File: config.mk
export PLATFORM = sky130hd
export DESIGN_NAME = snn_layer_ctrl
export DESIGN_NICKNAME = d
export VERILOG_FILES = /design/src/rtl/snn_pkg.sv /design/src/rtl/snn_layer_ctrl_neuron.sv /design/src/rtl/snn_layer_ctrl.sv
export SDC_FILE = /design/constraint.sdc
export NUM_CORES = 1
export LEC_CHECK = 0
export BUFFER_PORTS_ARGS = -buffer_cell sky130_fd_sc_hd__buf_4
export CORE_MARGIN = 2
export CORE_UTILIZATION = 60
export DETAILED_ROUTE_END_ITERATION = 10
export GPL_ROUTABILITY_DRIVEN = 0
export PLACE_DENSITY = 0.93
export SYNTH_ARGS = -nofsm -noshare
export SYNTH_HDL_FRONTEND = slang
export SYNTH_SLANG_ARGS = --single-unit
File: constraint.sdc
create_clock -name wb_clk_i -period 10.8 [get_ports wb_clk_i]
set_input_delay 0 -clock wb_clk_i [delete_from_list [all_inputs] [get_ports wb_clk_i]]
set_output_delay 0 -clock wb_clk_i [all_outputs]
set_load 0.02 [all_outputs]
File: src/rtl/snn_pkg.sv
// Shared types and constants for the spiking-layer controller and its neuron datapath.
// Latency: none (declarations only).
// Backpressure: none (declarations only).
package snn_pkg;

  localparam int SNN_SIZE        = 8;
  localparam int SNN_NUM_INPUTS  = 16;
  localparam int SNN_NUM_OUTPUTS = 4;

  typedef enum logic [2:0] {
    ST_IDLE  = 3'd0,
    ST_ACCUM = 3'd1,
    ST_DRAIN = 3'd2,
    ST_DECAY = 3'd3,
    ST_DONE  = 3'd4
  } snn_state_t;

  // Index/address width for n entries, never narrower than one bit
  function automatic int snn_clog2_min1(input int n);
    return (n > 1) ? $clog2(n) : 1;
  endfunction

endpackage

File: src/rtl/snn_layer_ctrl_neuron.sv
// Neuron datapath: accumulate (v+w, wraps) or decay/fire (v*beta truncated, fire if > v_th, reset to 0 on fire).
// Latency: purely combinational; the caller registers v_mem_out.
// Backpressure: none; evaluated every cycle.
module neuron #(
  parameter int SIZE = 8
) (
  input  logic            function_sel,
  input  logic [SIZE-1:0] v_mem_in,
  input  logic [SIZE-1:0] weight,
  input  logic [SIZE-1:0] beta,
  input  logic [SIZE-1:0] v_th,
  output logic [SIZE-1:0] v_mem_out,
  output logic            spike
);

  logic [SIZE-1:0] w_sum;
  logic [SIZE-1:0] w_decayed;
  logic            w_fire;

  // Both results are computed in SIZE-bit context so carries and high product bits drop naturally
  assign w_sum     = v_mem_in + weight;
  assign w_decayed = v_mem_in * beta;
  assign w_fire    = (w_decayed > v_th);

  assign v_mem_out = function_sel ? (w_fire ? '0 : w_decayed) : w_sum;
  assign spike     = function_sel & w_fire;

endmodule

File: src/rtl/snn_layer_ctrl.sv
// Time-step controller for one fully connected spiking layer; owns the membrane register file and one shared neuron.
// Latency: out_valid 2 + NUM_OUTPUTS + sum_i(spk[i] ? NUM_OUTPUTS : 1) cycles after start is accepted.
// Backpressure: none; one weight read per cycle, start ignored while busy. Optional SNN_SPIKE_COUNT_EN adds fire counters.
module snn_layer_ctrl
  import snn_pkg::*;
#(
  parameter int SIZE        = SNN_SIZE,
  parameter int NUM_INPUTS  = SNN_NUM_INPUTS,
  parameter int NUM_OUTPUTS = SNN_NUM_OUTPUTS,
  parameter int ADDR_W      = snn_clog2_min1(NUM_INPUTS * NUM_OUTPUTS)
) (
  input  logic                     wb_clk_i,
  input  logic                     wb_rst_i,
  input  logic                     start,
  input  logic [NUM_INPUTS-1:0]    spike_in,
  input  logic [SIZE-1:0]          beta,
  input  logic [SIZE-1:0]          v_th,
  input  logic                     vmem_clear,
`ifdef SNN_SPIKE_COUNT_EN
  input  logic                     count_clear,
  output logic [NUM_OUTPUTS*8-1:0] spike_count,
`endif
  output logic                     weight_rd_en,
  output logic [ADDR_W-1:0]        weight_addr,
  input  logic [SIZE-1:0]          weight_data,
  output logic                     busy,
  output logic [NUM_OUTPUTS-1:0]   spike_out,
  output logic                     out_valid
);

  localparam int IW = snn_clog2_min1(NUM_INPUTS);
  localparam int JW = snn_clog2_min1(NUM_OUTPUTS);

  snn_state_t             r_state;
  logic [NUM_INPUTS-1:0]  r_spk_q;
  logic [IW-1:0]          r_i;
  logic [JW-1:0]          r_j;
  logic [JW-1:0]          r_j_d;
  logic                   r_apply_vld;
  logic [SIZE-1:0]        r_vmem [NUM_OUTPUTS];
  logic [NUM_OUTPUTS-1:0] r_spk_acc;
  logic [NUM_OUTPUTS-1:0] r_spike_out;
  logic                   r_out_valid;
  logic                   r_busy;

  logic                   w_decay;
  logic [SIZE-1:0]        w_nrn_vin;
  logic [SIZE-1:0]        w_nrn_vout;
  logic                   w_nrn_spike;
  logic                   w_last_i;
  logic                   w_last_j;
  logic                   w_row_end;
  logic [NUM_OUTPUTS-1:0] w_spk_next;

  // The single neuron serves the apply stage (accumulate) and the decay pass; they never overlap thanks to DRAIN
  assign w_decay   = (r_state == ST_DECAY);
  assign w_nrn_vin = w_decay ? r_vmem[r_j] : r_vmem[r_j_d];

  neuron #(.SIZE(SIZE)) u_neuron (
    .function_sel (w_decay),
    .v_mem_in     (w_nrn_vin),
    .weight       (weight_data),
    .beta         (beta),
    .v_th         (v_th),
    .v_mem_out    (w_nrn_vout),
    .spike        (w_nrn_spike)
  );

  assign w_last_i  = (r_i == IW'(NUM_INPUTS - 1));
  assign w_last_j  = (r_j == JW'(NUM_OUTPUTS - 1));
  // A silent input lane costs one cycle; an active lane costs one cycle per output neuron
  assign w_row_end = !r_spk_q[r_i] || w_last_j;

  // Read strobe/address decode straight from registered state so read data lands exactly in the apply cycle
  assign weight_rd_en = (r_state == ST_ACCUM) && r_spk_q[r_i];
  assign weight_addr  = (r_state == ST_ACCUM)
                        ? (ADDR_W'(r_i) * ADDR_W'(NUM_OUTPUTS) + ADDR_W'(r_j))
                        : '0;

  // Spike vector including the neuron decided in the current cycle, published on entry to DONE
  always_comb begin
    w_spk_next      = r_spk_acc;
    w_spk_next[r_j] = w_nrn_spike;
  end

  assign busy      = r_busy;
  assign spike_out = r_spike_out;
  assign out_valid = r_out_valid;

  // Step FSM, membrane register file and registered outputs
  always_ff @(posedge wb_clk_i) begin
    if (wb_rst_i) begin
      r_state     <= ST_IDLE;
      r_spk_q     <= '0;
      r_i         <= '0;
      r_j         <= '0;
      r_j_d       <= '0;
      r_apply_vld <= 1'b0;
      r_spk_acc   <= '0;
      r_spike_out <= '0;
      r_out_valid <= 1'b0;
      r_busy      <= 1'b0;
      for (int k = 0; k < NUM_OUTPUTS; k++) r_vmem[k] <= '0;
    end else begin
      r_out_valid <= 1'b0;
      r_apply_vld <= 1'b0;
      // Apply stage: weight_data answers the read issued last cycle
      if (r_apply_vld) r_vmem[r_j_d] <= w_nrn_vout;

      case (r_state)
        ST_IDLE: begin
          // Clear lands at the accept edge, so a simultaneous start accumulates from zero
          if (vmem_clear) begin
            for (int k = 0; k < NUM_OUTPUTS; k++) r_vmem[k] <= '0;
          end
          if (start) begin
            r_spk_q <= spike_in;
            r_i     <= '0;
            r_j     <= '0;
            r_busy  <= 1'b1;
            r_state <= ST_ACCUM;
          end
        end
        ST_ACCUM: begin
          if (r_spk_q[r_i]) begin
            r_apply_vld <= 1'b1;
            r_j_d       <= r_j;
            r_j         <= w_last_j ? '0 : r_j + JW'(1);
          end
          if (w_row_end) begin
            if (w_last_i) r_state <= ST_DRAIN;
            else          r_i     <= r_i + IW'(1);
          end
        end
        ST_DRAIN: begin
          r_j     <= '0;
          r_state <= ST_DECAY;
        end
        ST_DECAY: begin
          r_vmem[r_j]    <= w_nrn_vout;
          r_spk_acc[r_j] <= w_nrn_spike;
          if (w_last_j) begin
            r_spike_out <= w_spk_next;
            r_out_valid <= 1'b1;
            r_state     <= ST_DONE;
          end else begin
            r_j <= r_j + JW'(1);
          end
        end
        ST_DONE: begin
          r_busy  <= 1'b0;
          r_i     <= '0;
          r_j     <= '0;
          r_state <= ST_IDLE;
        end
        default: r_state <= ST_IDLE;
      endcase
    end
  end

`ifdef SNN_SPIKE_COUNT_EN
  logic [7:0] r_cnt [NUM_OUTPUTS];

  // Per-neuron fire counters, saturating at 255, clearable only while idle
  always_ff @(posedge wb_clk_i) begin
    if (wb_rst_i) begin
      for (int k = 0; k < NUM_OUTPUTS; k++) r_cnt[k] <= '0;
    end else if ((r_state == ST_IDLE) && count_clear) begin
      for (int k = 0; k < NUM_OUTPUTS; k++) r_cnt[k] <= '0;
    end else if (w_decay && w_nrn_spike && (r_cnt[r_j] != 8'hFF)) begin
      r_cnt[r_j] <= r_cnt[r_j] + 8'd1;
    end
  end

  for (genvar g = 0; g < NUM_OUTPUTS; g++) begin : g_cnt
    assign spike_count[g*8 +: 8] = r_cnt[g];
  end
`endif

endmodule

Word-level counts from Yosys, hierarchy flattened
Memory sizes are Yosys's and may differ from the RTL's. A register that Yosys moved wholly into a read port is not among the register bits. Cells that the tools add are included.

Register bits: 38. Latch bits: 0. RAM bits: 32. ROM bits: 0. Bits of input ports: 44. Output and inout port bits: 13. Memories: 1.

$add $sub $neg: 4. $mul: 1. Div/mod/pow operators: 0. Magnitude comparators: 4. Equality and inequality tests: 17. Shift-type cells: 0. Mux-type cells: 53. Bitwise gates (word level): 19. Reductions and logical operators: 20.

Memory list: r_vmem (depth 4, width 8, read ports 2, clocked after Yosys merged registers in 2, write ports 4, line snn_layer_ctrl.sv:40) `logic [SIZE-1:0] r_vmem [NUM_OUTPUTS];`.

Operators by type and width (count): $mux 8 (9); $mux 2 (10); $mux 1 (19); $reduce_or 8->1 (2); $ne 2x2->1 const B (7); $mux 3 (4); $mux 4 (3); $pmux 3 s4 (1); $pmux 4 s3 (1); $reduce_and 4->1 (3); $eq 2x2->1 const B (5); $and 1x1->1 (9); $add 8x8->8 (1); $gt 8x8->1 (1); $mul 8x8->8 (1); $pmux 2 s4 (1); $reduce_and 2->1 (4); $add 6x2->6 (1); $eq 3x2->1 const B (2); $mux 6 (1); $not 1->1 (6); $reduce_or 2->1 (3); $lt 4x5->1 const B (1); $add 4x1->4 const B (1); 18 further kinds (22).

Longest topological paths before layout
Gate-level depths: netlist of the first run.

Depth in word-level cells: 12. Depth in mapped cells: 27.

Cells and area by module
From an unflattened synthesis of the first run, not the netlist that was laid out.

Cell total of the unflattened synthesis: 533. Area, all modules: 5082.4 µm².

By module, submodules not included: snn_layer_ctrl (instances 1, cells an instance 345, area each 3602.2 µm², sequential area each 1781.7 µm²); neuron (instances 1, cells an instance 188, area each 1480.2 µm², sequential area each 0.0 µm²).

Worst setup path before layout of the first run
Ideal clock, no wire load.

Kind: flip-flop to flip-flop. Start point: register r_state[2]. End point: memory r_vmem[0][5] (data pin). Library setup time: 277 ps. Arrival: 6029 ps. Required time: 10523 ps. Path slack: 4495 ps. Cell stages (with the launch flop): 26. Period minus slack after synthesis: 6305 ps. Cell sequence: dfxtp_1 -> clkbuf_1 -> nand3b_1 -> buf_2 -> mux2_2 -> nand2_1 -> fa_1 -> fa_1 -> inv_1 -> fa_1 -> inv_1 -> fa_1 -> inv_1 -> ha_1 -> a21oi_1 -> xnor2_1 -> xnor2_1 -> xnor2_1 -> ha_1 -> a21oi_1 -> nor2b_1 -> a221o_1 -> clkbuf_1 -> clkbuf_1 -> a22oi_1 -> nor2_1.

RTL lines: from (decl) (line snn_layer_ctrl.sv:34) `snn_state_t r_state;`; from (signal assigned) (line snn_layer_ctrl.sv:93) `r_state <= ST_IDLE;`; from (signal assigned) (line snn_layer_ctrl.sv:121) `r_state <= ST_ACCUM;`; from (signal assigned) (line snn_layer_ctrl.sv:131) `if (w_last_i) r_state <= ST_DRAIN;`; to (decl) (line snn_layer_ctrl.sv:40).

==> results_dict.tcl, run 1 <==
set metrics [dict create \
    outcome "finished clean" \
    postRouteAntennaNets 0 \
    synth_compound_area_share_pct 10.27 \
    synth_warnings 0 \
    leakage_nw 2.478 \
    layout.cells.non_filler 685 \
    worst_r2r_path_depth 22 \
    post-place-cells 653 \
    htreeDepth 3 \
    period_share_pct 70.59 \
    pre_cts_slack_ns 3.365 \
    route.detailed.drc 0 \
    clkLatencyLatePin_ns 0.34 \
    slowest_stage "nand3b_1" \
    arrival_ns 7.67 \
    netlist-cell-type-count 51 \
    cp_slowest_stage_delay_ns 0.82 \
    ys_ff_latch 73 \
    max_cap_viol_count 0 \
    synth_mux_area_share_pct 11.74 \
    max_freq_ghz 0.1312 \
    power_per_cell_area_mw_per_mm2 131.0 \
    syn_area_per_cell_sq_um 9.666 \
    vias 4184 \
    cp.required_ns 10.85 \
    cts.repair.resized 0 \
    slew_headroom_pct 29.16 \
    slew_violations 0 \
    finalSetupTns_ns 0 \
    synth_edf_count 32 \
    crit_path_max_fanout 23 \
    cts-root-buf "clkbuf_8" \
    grt_usage_pct 30.05 \
    synthAdderAreaFrac_pct 14.30 \
    holdWs_ns 0.01389 \
    core_sq_mm 0.008134 \
    grt_setup_unrepaired "no" \
    synth_cells 514 \
    antennaDiodeCount 0 \
    wirelength_microns 12690 \
    clock_path_buffers 2 \
    path_depth 22 \
    synthSimpleGateAreaFrac_pct 18.26 \
    clkTransAtPathRegs_ns 0.08 \
    synth_top_area_cell "edfxtp_1" \
    grt_max_degree 41 \
    die_width_microns 95 \
    cp_top_family "adder cells" \
    start_util_pct 61.08 \
    fin_nets 668 \
    finalWorstSetupSlack_ns 3.176 \
    period_needed_ns 7.624 \
    ys_seq_area_share_pct 35.86 \
    final_common_cell "nand2_1" \
    cp_common_cell "fa_1" \
    regArea_sq_mm 0.001782 \
    drtIter0Drc 291 \
    setup_viol 0 \
    cts_made_buffers 9 \
    end_kind "register" \
    wl_per_cell_microns 18.52 \
    cts_tree "built" \
    final_hold_viol_count 0 \
    yosys-top-cells-area "edfxtp_1, dfxtp_1, mux4_2, ha_1, nand2_1" \
    postCtsSetupBuffers 0 \
    synthArstFlopShare_pct 0 \
    die_area_sq_mm 0.009025 \
    nFillCells 550 \
    dp_hpwl_microns 8875 \
    ys.flop_type "dfxtp_1" \
    globalRouteOverflowTotal 0 \
    antenna_found_initial 0 \
    layout_common_cells "nand2_1, buf_4, nor2_1" \
    rows 33 \
    crit_path_start_kind "register" \
    port_buffers 56 \
    synth_top_family_by_area "simple AND/OR/NAND/NOR gates" \
    dieHeight_microns 95 \
    cts.sinks 73 \
    hold_depth 3 \
    syn_nets 607 \
    synth_top_area_share_pct 19.34 \
    syn_to_final_growth_pct 17.15 \
    syn-cell-area_sq_mm 0.004969 \
    path_buf_inv 4 \
    clock_skew_ns 0.008920 \
    drive_gt1_share_pct 18.10 \
    grt_pass1_wl_microns 20420 \
    firstDrtPassIters 5 \
    routed_via_density 6.108 \
    cp_cell_sequence "nand3b_1 -> mux2i_1 -> inv_2 -> nand2_1 -> fa_1 -> fa_1 -> inv_1 -> fa_1 -> inv_1 -> fa_1 -> inv_1 -> ha_1 -> a21oi_1 -> xnor2_1 -> xnor2_1 -> xnor2_1 -> ha_1 -> a21oi_1 -> nor2b_1 -> a221o_1 -> a31oi_1 -> nor2_1" \
    worstSetupPathType "register to register" \
    grt_pass1_vias 4360 \
    tightest_slew_ns 1.058 \
    hold_path_class "input port to register" \
    ir_drop_v 0.00008141 \
    synth_xor_area_share_pct 3.727 \
    multi_input_area_sq_mm 0.002897 \
    io_pins 57 \
]
logic make-up after synthesis:
group                      count (synthesis)
AOI/OAI and AO/OA                         81
muxes                                     31
and+or+nand+nor                          191
DFF                                       73
xor gates and xnor gates                  18
buffers and inverters                     71
adders and majority gates                 49
metal layers:
layer	up-vias	wire [microns]	track usage, %
li1	1909	-	-
met1	1992	4599	34.02
met2	230	6656	55.44
met3	53	935	4.389
met4	0	494	14.01
met5	-	0	0
power by group:
part	internal, mW	leakage (nW)	total (mW)	switching [mW]
Combinational	0.0831	1.68	0.197	0.114
Clock	0.155	0.117	0.257	0.102
Sequential	0.300	0.680	0.309	0.00900
cell usage after synthesis, types with 6 or more instances:
cell and instances:
fa_1 13, or3_1 6, and2_1 23, a21oi_1 37, inv_1 47, dfxtp_1 41
edfxtp_1 32, nor2_1 52, xnor2_1 13, clkbuf_1 18, mux2_2 8, nor3_1 7
nand2_1 71, o21ai_0 6, mux4_2 21, ha_1 36
flip-flops by register name (all words and copies together) (netlist names), 2 cells and up, named ones only:
signal,flops
r_vmem,32
r_spk_q,16
r_i,4
spike_out,4
r_spk_acc,3
r_state,3
r_j,2
r_j_d,2
final cells by class:
class                   count  area share [%]
flip-flops and latches     73           30.61
well taps                 105           2.257
inverters                  48           3.095
clock buffers              10           2.193
clock inverters             6           1.978
repair buffers             73           10.10
multi-input cells         370           49.76
metrics by stage:
| stage | util [%] | area, sq um | total power [mW] |
|---|---|---|---|
| final | 71.56 | 5821 | 0.7626 |
| after global routing | 71.56 | 5821 | 0.7935 |
| after CTS | 71.56 | 5821 | 0.7587 |
| after detailed placement | 66.61 | 5418 | 0.5014 |
| after global placement | 66.61 | 5418 | 0.4879 |
| after floorplan | - | 4969 | 0.4484 |
final timing paths:
| kind | from | to | slack, ns |
|---|---|---|---|
| hold / removal | start | busy | 0.01 |
| setup reg to reg | r_state[1] | r_vmem[1][1] | 3.18 |
| setup / recovery | r_state[1] | r_vmem[1][1] | 3.18 |
| hold reg to reg | r_spk_q[13] | r_spk_q[13] | 0.46 |
worst reg2reg max path, stage by stage (launching register included):
cell	delay (ns)
dfxtp_1	0.61
nand3b_1	0.82
mux2i_1	0.37
inv_2	0.19
nand2_1	0.10
fa_1	0.46
fa_1	0.55
inv_1	0.05
fa_1	0.47
inv_1	0.06
fa_1	0.54
inv_1	0.04
ha_1	0.31
a21oi_1	0.19
xnor2_1	0.10
xnor2_1	0.53
xnor2_1	0.16
ha_1	0.32
a21oi_1	0.09
nor2b_1	0.14
a221o_1	0.63
a31oi_1	0.48
nor2_1	0.11
repair_timing:
| action | in CTS | in global routing |
|---|---|---|
| endpoints found under the hold margin | 16 | 0 |
| hold buffers | 16 | 0 |
| setup endpoints to repair | 0 | 0 |
Note: power is estimated with default switching activity, not from simulation.
==> run 2: changes to the inputs <==
--- a/config.mk
+++ b/config.mk
@@ -7,10 +7,10 @@
 export LEC_CHECK = 0
 export BUFFER_PORTS_ARGS = -buffer_cell sky130_fd_sc_hd__buf_4
 export CORE_MARGIN = 2
-export CORE_UTILIZATION = 60
+export CORE_UTILIZATION = 59
 export DETAILED_ROUTE_END_ITERATION = 10
 export GPL_ROUTABILITY_DRIVEN = 0
-export PLACE_DENSITY = 0.93
+export PLACE_DENSITY = 0.91
 export SYNTH_ARGS = -nofsm -noshare
 export SYNTH_HDL_FRONTEND = slang
 export SYNTH_SLANG_ARGS = --single-unit
==> constraint.sdc (replaced) <==
create_clock -name wb_clk_i -period 7.8 [get_ports wb_clk_i]
set_input_delay 0 -clock wb_clk_i [delete_from_list [all_inputs] [get_ports wb_clk_i]]
set_output_delay 0 -clock wb_clk_i [all_outputs]
set_load 0.02 [all_outputs]
==> run 2 against run 1 <==
Net effect:
- clock power up 5%
- sequential share of layout area up 0.31 points
- maximum frequency up 4.4%
- critical endpoint is now r_vmem[0][4]
==> results_dict.tcl, run 2 (synthesis gave the netlist of run 1 again) <==
set metrics [dict create \
    outcome "finished clean" \
    grt_pass1_wl_microns 19980 \
    grt_max_degree 41 \
    vias 4106 \
    antenna_found_initial 0 \
    grt_setup_unrepaired "no" \
    postRouteAntennaNets 0 \
    holdWs_ns 0.007784 \
    setup_viol 0 \
    post-place-cells 654 \
    period_share_pct 93.59 \
    utilization_pct 70.48 \
    largest_register_ffs 32 \
    final_common_cell "nand2_1" \
    firstDrtPassIters 5 \
    top_register "r_vmem" \
    clkLatencyLatePin_ns 0.36 \
    finalSetupTns_ns 0 \
    drtIter0Drc 313 \
    cts_made_buffers 9 \
    rows 33 \
    htreeDepth 3 \
    cts-root-buf "clkbuf_8" \
    top_regs "r_vmem (32), r_spk_q (16)" \
    max_cap_viol_count 0 \
    worstSetupPathType "register to register" \
    start_util_pct 60.77 \
    clkTransAtPathRegs_ns 0.09 \
    tightest_slew_ns 1.107 \
    crit_path_start_kind "register" \
    grt_pass1_vias 4228 \
    cts.repair.resized 0 \
    clock_skew_ns 0.01293 \
    hold_path_class "input port to register" \
    core_sq_mm 0.008175 \
    cts.sinks 73 \
    port_buffers 56 \
    finalPower_uw 966.8 \
    grt_usage_pct 28.77 \
    routed_via_density 5.985 \
    crit_path_max_fanout 22 \
    arrival_ns 7.49 \
    final_hold_viol_count 0 \
    die_width_microns 95.77 \
    syn_to_final_growth_pct 15.97 \
    dieHeight_microns 95.77 \
    nFillCells 566 \
    wirelength_microns 12210 \
    max_freq_ghz 0.1370 \
    io_pins 57 \
    layout.cells.non_filler 686 \
    cp.required_ns 7.99 \
    cts_tree "built" \
    wl_per_cell_microns 17.80 \
    period_needed_ns 7.300 \
    power_per_cell_area_mw_per_mm2 167.8 \
    slew_violations 0 \
    die_area_sq_mm 0.009171 \
    layout_common_cells "nand2_1, buf_4, nor2_1" \
    globalRouteOverflowTotal 0 \
    ir_drop_v 0.0001391 \
    route.detailed.drc 0 \
    regArea_sq_mm 0.001782 \
    dp_hpwl_microns 8701 \
    drive_gt1_share_pct 18.42 \
    antennaDiodeCount 0 \
    end_kind "register" \
    slew_headroom_pct 25.94 \
    clock_path_buffers 2 \
    fin_nets 669 \
    multi_input_area_sq_mm 0.002897 \
    leakage_nw 2.450 \
]
## run 2: cell count changes in the layout (fill, tap and decap cells not counted), sizes merged
cell and change:
buf +1, bufinv -3, clkbuf -1, clkinv +1, clkinvlp +1, inv +2
## run 2: area by class of cell
| class | instances | area share [%] |
|---|---|---|
| Clock buffer | 9 | 2.150 |
| Clock inverter | 7 | 0.9121 |
| Inverter | 48 | 3.127 |
| Multi-Input combinational cell | 370 | 50.27 |
| Sequential cell | 73 | 30.92 |
| Tap cell | 105 | 2.280 |
| Timing Repair Buffer | 74 | 10.34 |
## run 2: final timing paths
check	from	endpoint	slack [ns]	cells after the start
max reg2reg	r_state[1]	r_vmem[0][4]	0.50	22
min reg2reg	spike_out[1]	spike_out[1]	0.46	2
max	r_state[1]	r_vmem[0][4]	0.50	22
min	start	busy	0.008	3
## run 2: timing repair
action	4_1_cts	5_1_grt
setup buffers	0	0
hold endpoints to repair	16	0
hold buffers	16	0
## run 2: per-layer routing
layer	global-route usage [%]	wire length, microns	vias up	part of all wire [%]
li1	-	-	1913	-
met1	33.64	4623	1968	38
met5	0	0	-	0
met2	51.86	6449	190	53
met3	5.482	790	35	6.5
met4	11.55	346	0	2.8
## run 2: report_power, final
| group | total, mW | switching (mW) | internal, mW |
|---|---|---|---|
| sequential | 0.428 | 0.0126 | 0.415 |
| clock | 0.271 | 0.153 | 0.118 |
| combinational | 0.269 | 0.154 | 0.114 |
## run 2: metrics by stage
step / cell area, sq um / worst slack, ns
6_report: 5762 / 0.5003
5_1_grt: 5762 / 0.1210
4_1_cts: 5762 / 0.6109
3_5_place_dp: 5425 / 0.6578
3_3_place_gp: 5425 / 0.9574
2_1_floorplan: 4969 / 1.495
## run 2: critical path: stages, from the launching register on
cell and delay, ns:
dfxtp_1 0.63, nand3b_1 0.58, mux2i_1 0.31, inv_2 0.18
nand2_1 0.10, fa_1 0.45, fa_1 0.55, inv_1 0.05
fa_1 0.48, inv_1 0.06, fa_1 0.54, inv_1 0.05
ha_1 0.32, a21oi_1 0.18, xnor2_1 0.10, xnor2_1 0.54
xnor2_1 0.15, ha_1 0.31, a21oi_1 0.17, nor2b_1 0.17
a221o_1 0.70, a31oi_1 0.28, nor2_1 0.24
==> run 3: changes to the inputs <==
--- a/config.mk
+++ b/config.mk
@@ -7,10 +7,11 @@
 export LEC_CHECK = 0
 export BUFFER_PORTS_ARGS = -buffer_cell sky130_fd_sc_hd__buf_4
 export CORE_MARGIN = 2
-export CORE_UTILIZATION = 59
+export CORE_UTILIZATION = 54
 export DETAILED_ROUTE_END_ITERATION = 10
 export GPL_ROUTABILITY_DRIVEN = 0
-export PLACE_DENSITY = 0.91
+export PLACE_DENSITY = 0.89
 export SYNTH_ARGS = -nofsm -noshare
 export SYNTH_HDL_FRONTEND = slang
 export SYNTH_SLANG_ARGS = --single-unit
+export TNS_END_PERCENT = 10
==> constraint.sdc (replaced) <==
create_clock -name wb_clk_i -period 6.2 [get_ports wb_clk_i]
set_input_delay 0 -clock wb_clk_i [delete_from_list [all_inputs] [get_ports wb_clk_i]]
set_output_delay 0 -clock wb_clk_i [all_outputs]
set_load 0.02 [all_outputs]
==> run 3 against run 2 <==
Net effect:
- sequential cell count is the same
- register-to-register slack worse by 0.45 ns
- critical endpoint is now r_vmem[3][3]
- maximum frequency grew 19%
- wire length is 12% higher
- highest routed layer unchanged
- largest power group unchanged
- hold slack better by 0.060 ns
- design area increased by 6.0%
- via count increased by 7.5%
==> results_dict.tcl, run 3 (synthesis gave the netlist of run 1 again) <==
set metrics [dict create \
    clock_path_buffers 2 \
    hold_path_class "input port to register" \
    nFillCells 613 \
    ir_drop_v 0.0001686 \
    period_needed_ns 6.154 \
    drtIter0Drc 423 \
    largest_register_ffs 32 \
    slew_violations 0 \
    regArea_sq_mm 0.001792 \
    swShare_pct 31.51 \
    arrival_ns 6.34 \
    cp_slowest_stage_delay_ns 0.57 \
    postRouteAntennaNets 0 \
    rows 35 \
    htreeDepth 3 \
    core_sq_mm 0.009065 \
    place_area_sq_mm 0.005523 \
    path_buf_inv 4 \
    stdcell_area_sq_mm 0.006107 \
    start_util_pct 54.81 \
    period_share_pct 99.25 \
    pwr-share-clk_pct 30.5 \
    cts.sinks 73 \
    routed_via_density 6.211 \
    die_width_microns 99.92 \
    clock_skew_ns 0.01460 \
    crit_path_max_fanout 6 \
    power.switching_uw 439.3 \
    fin_nets 688 \
    power_per_cell_area_mw_per_mm2 228.3 \
    wl_per_cell_microns 19.27 \
    grt_usage_pct 26.93 \
    max_cap_viol_count 0 \
    die_area_sq_mm 0.009984 \
    top_register "r_vmem" \
    wirelength_microns 13700 \
    crit_path_start_kind "register" \
    holdWs_ns 0.06742 \
    finalPower_mw 1.394 \
    top_regs "r_vmem (32), r_spk_q (16)" \
    cp_cell_sequence "mux4_2 -> mux2i_2 -> inv_2 -> buf_4 -> and2_1 -> ha_1 -> ha_1 -> fa_1 -> inv_1 -> fa_2 -> inv_1 -> ha_4 -> a21oi_4 -> xnor2_2 -> xnor2_2 -> xnor2_1 -> ha_1 -> a21oi_1 -> nor2b_1 -> a221o_1 -> a31oi_2 -> nor2_1" \
    cts_made_buffers 9 \
    cp.required_ns 6.39 \
    antenna_found_initial 0 \
    cellInternalPower_uw 954.9 \
    clkLatencyLatePin_ns 0.36 \
    grt_max_degree 41 \
    finalSetupTns_ns 0 \
    port_buffers 56 \
    final_hold_viol_count 0 \
    drive_gt1_share_pct 24.33 \
    cts-root-buf "clkbuf_8" \
    route.detailed.drc 0 \
    outcome "finished clean" \
    tightest_slew_ns 1.027 \
    cp_top_family "adder cells" \
    grt_pass1_vias 4325 \
    final_common_cell "buf_4" \
    clkTransAtPathRegs_ns 0.09 \
    globalRouteOverflowTotal 0 \
    layout_common_cells "buf_4, nand2_1, nor2_1" \
    antennaDiodeCount 0 \
    slowest_stage "fa_2" \
    p_seq_share_pct 38.5 \
    syn_to_final_growth_pct 22.92 \
    dieHeight_microns 99.92 \
    leakage_nw 2.617 \
    worstSetupPathType "register to register" \
    max_freq_ghz 0.1625 \
    multi_input_area_sq_mm 0.003025 \
    dp_hpwl_microns 9319 \
    slew_headroom_pct 31.26 \
    vias 4416 \
    setup_viol 0 \
    cp_common_cell "ha_1" \
    grt_pass1_wl_microns 20800 \
    firstDrtPassIters 6 \
    end_kind "register" \
    io_pins 57 \
    cts_tree "built" \
    combPwrFrac_pct 31.0 \
]
[run 3: cell types whose count changed in the layout (fill, tap and decap cells not counted), sizes merged]
cell         change
clkbuf           +4
a221o            +1
clkinvlp         -2
inv              -3
dlygate4sd3      +1
bufinv           +1
buf             +17
[run 3: timing repair]
action	CTS	global route
pin swaps	1	7
resized for setup	3	26
cloned	0	1
endpoints found under the hold margin	18	0
hold buffers	17	0
setup buffers	0	6
setup endpoints to repair	24	39
[run 3: area by class of cell]
cell class,count,area share [%]
Tap cell,111,2.274
Sequential cell,73,29.34
Multi-Input combinational cell,371,49.54
Inverter,48,2.950
Timing Repair Buffer,92,12.07
Clock buffer,13,3.114
Clock inverter,3,0.7171
[run 3: worst paths after layout]
check	from	to	slack, ns	depth (start not counted)
max	r_vmem[1][1]	r_vmem[3][3]	0.05	22
min	wb_rst_i	r_apply_vld	0.07	2
max reg2reg	r_vmem[1][1]	r_vmem[3][3]	0.05	22
min reg2reg	r_spk_q[9]	r_spk_q[9]	0.46	2
[run 3: power groups by stage]
stage | sequential (mW) | combinational, mW | clock, mW
after floorplan | 0.540 | 0.244 | 0
after global routing | 0.538 | 0.462 | 0.448
after detailed placement | 0.547 | 0.347 | 0
after CTS | 0.536 | 0.364 | 0.424
after global placement | 0.544 | 0.328 | 0
final | 0.537 | 0.432 | 0.425
[run 3: stage by stage]
step	worst slack, ns	cells	utilization (%)
floorplan	0.01212	514	-
global placement	0.1742	671	60.92
detailed placement	-0.01579	671	60.92
CTS	0.02329	704	65.53
global route	-0.1619	711	67.37
finish	0.04643	711	67.37
[run 3: layer usage]
layer / part of all wire (%) / GRT usage [%] / vias up
li1: - / - / 1959
met1: 36 / 31.19 / 2126
met2: 52 / 48.39 / 274
met3: 8.6 / 5.292 / 57
met4: 3.8 / 11.91 / 0
met5: 0 / 0 / -
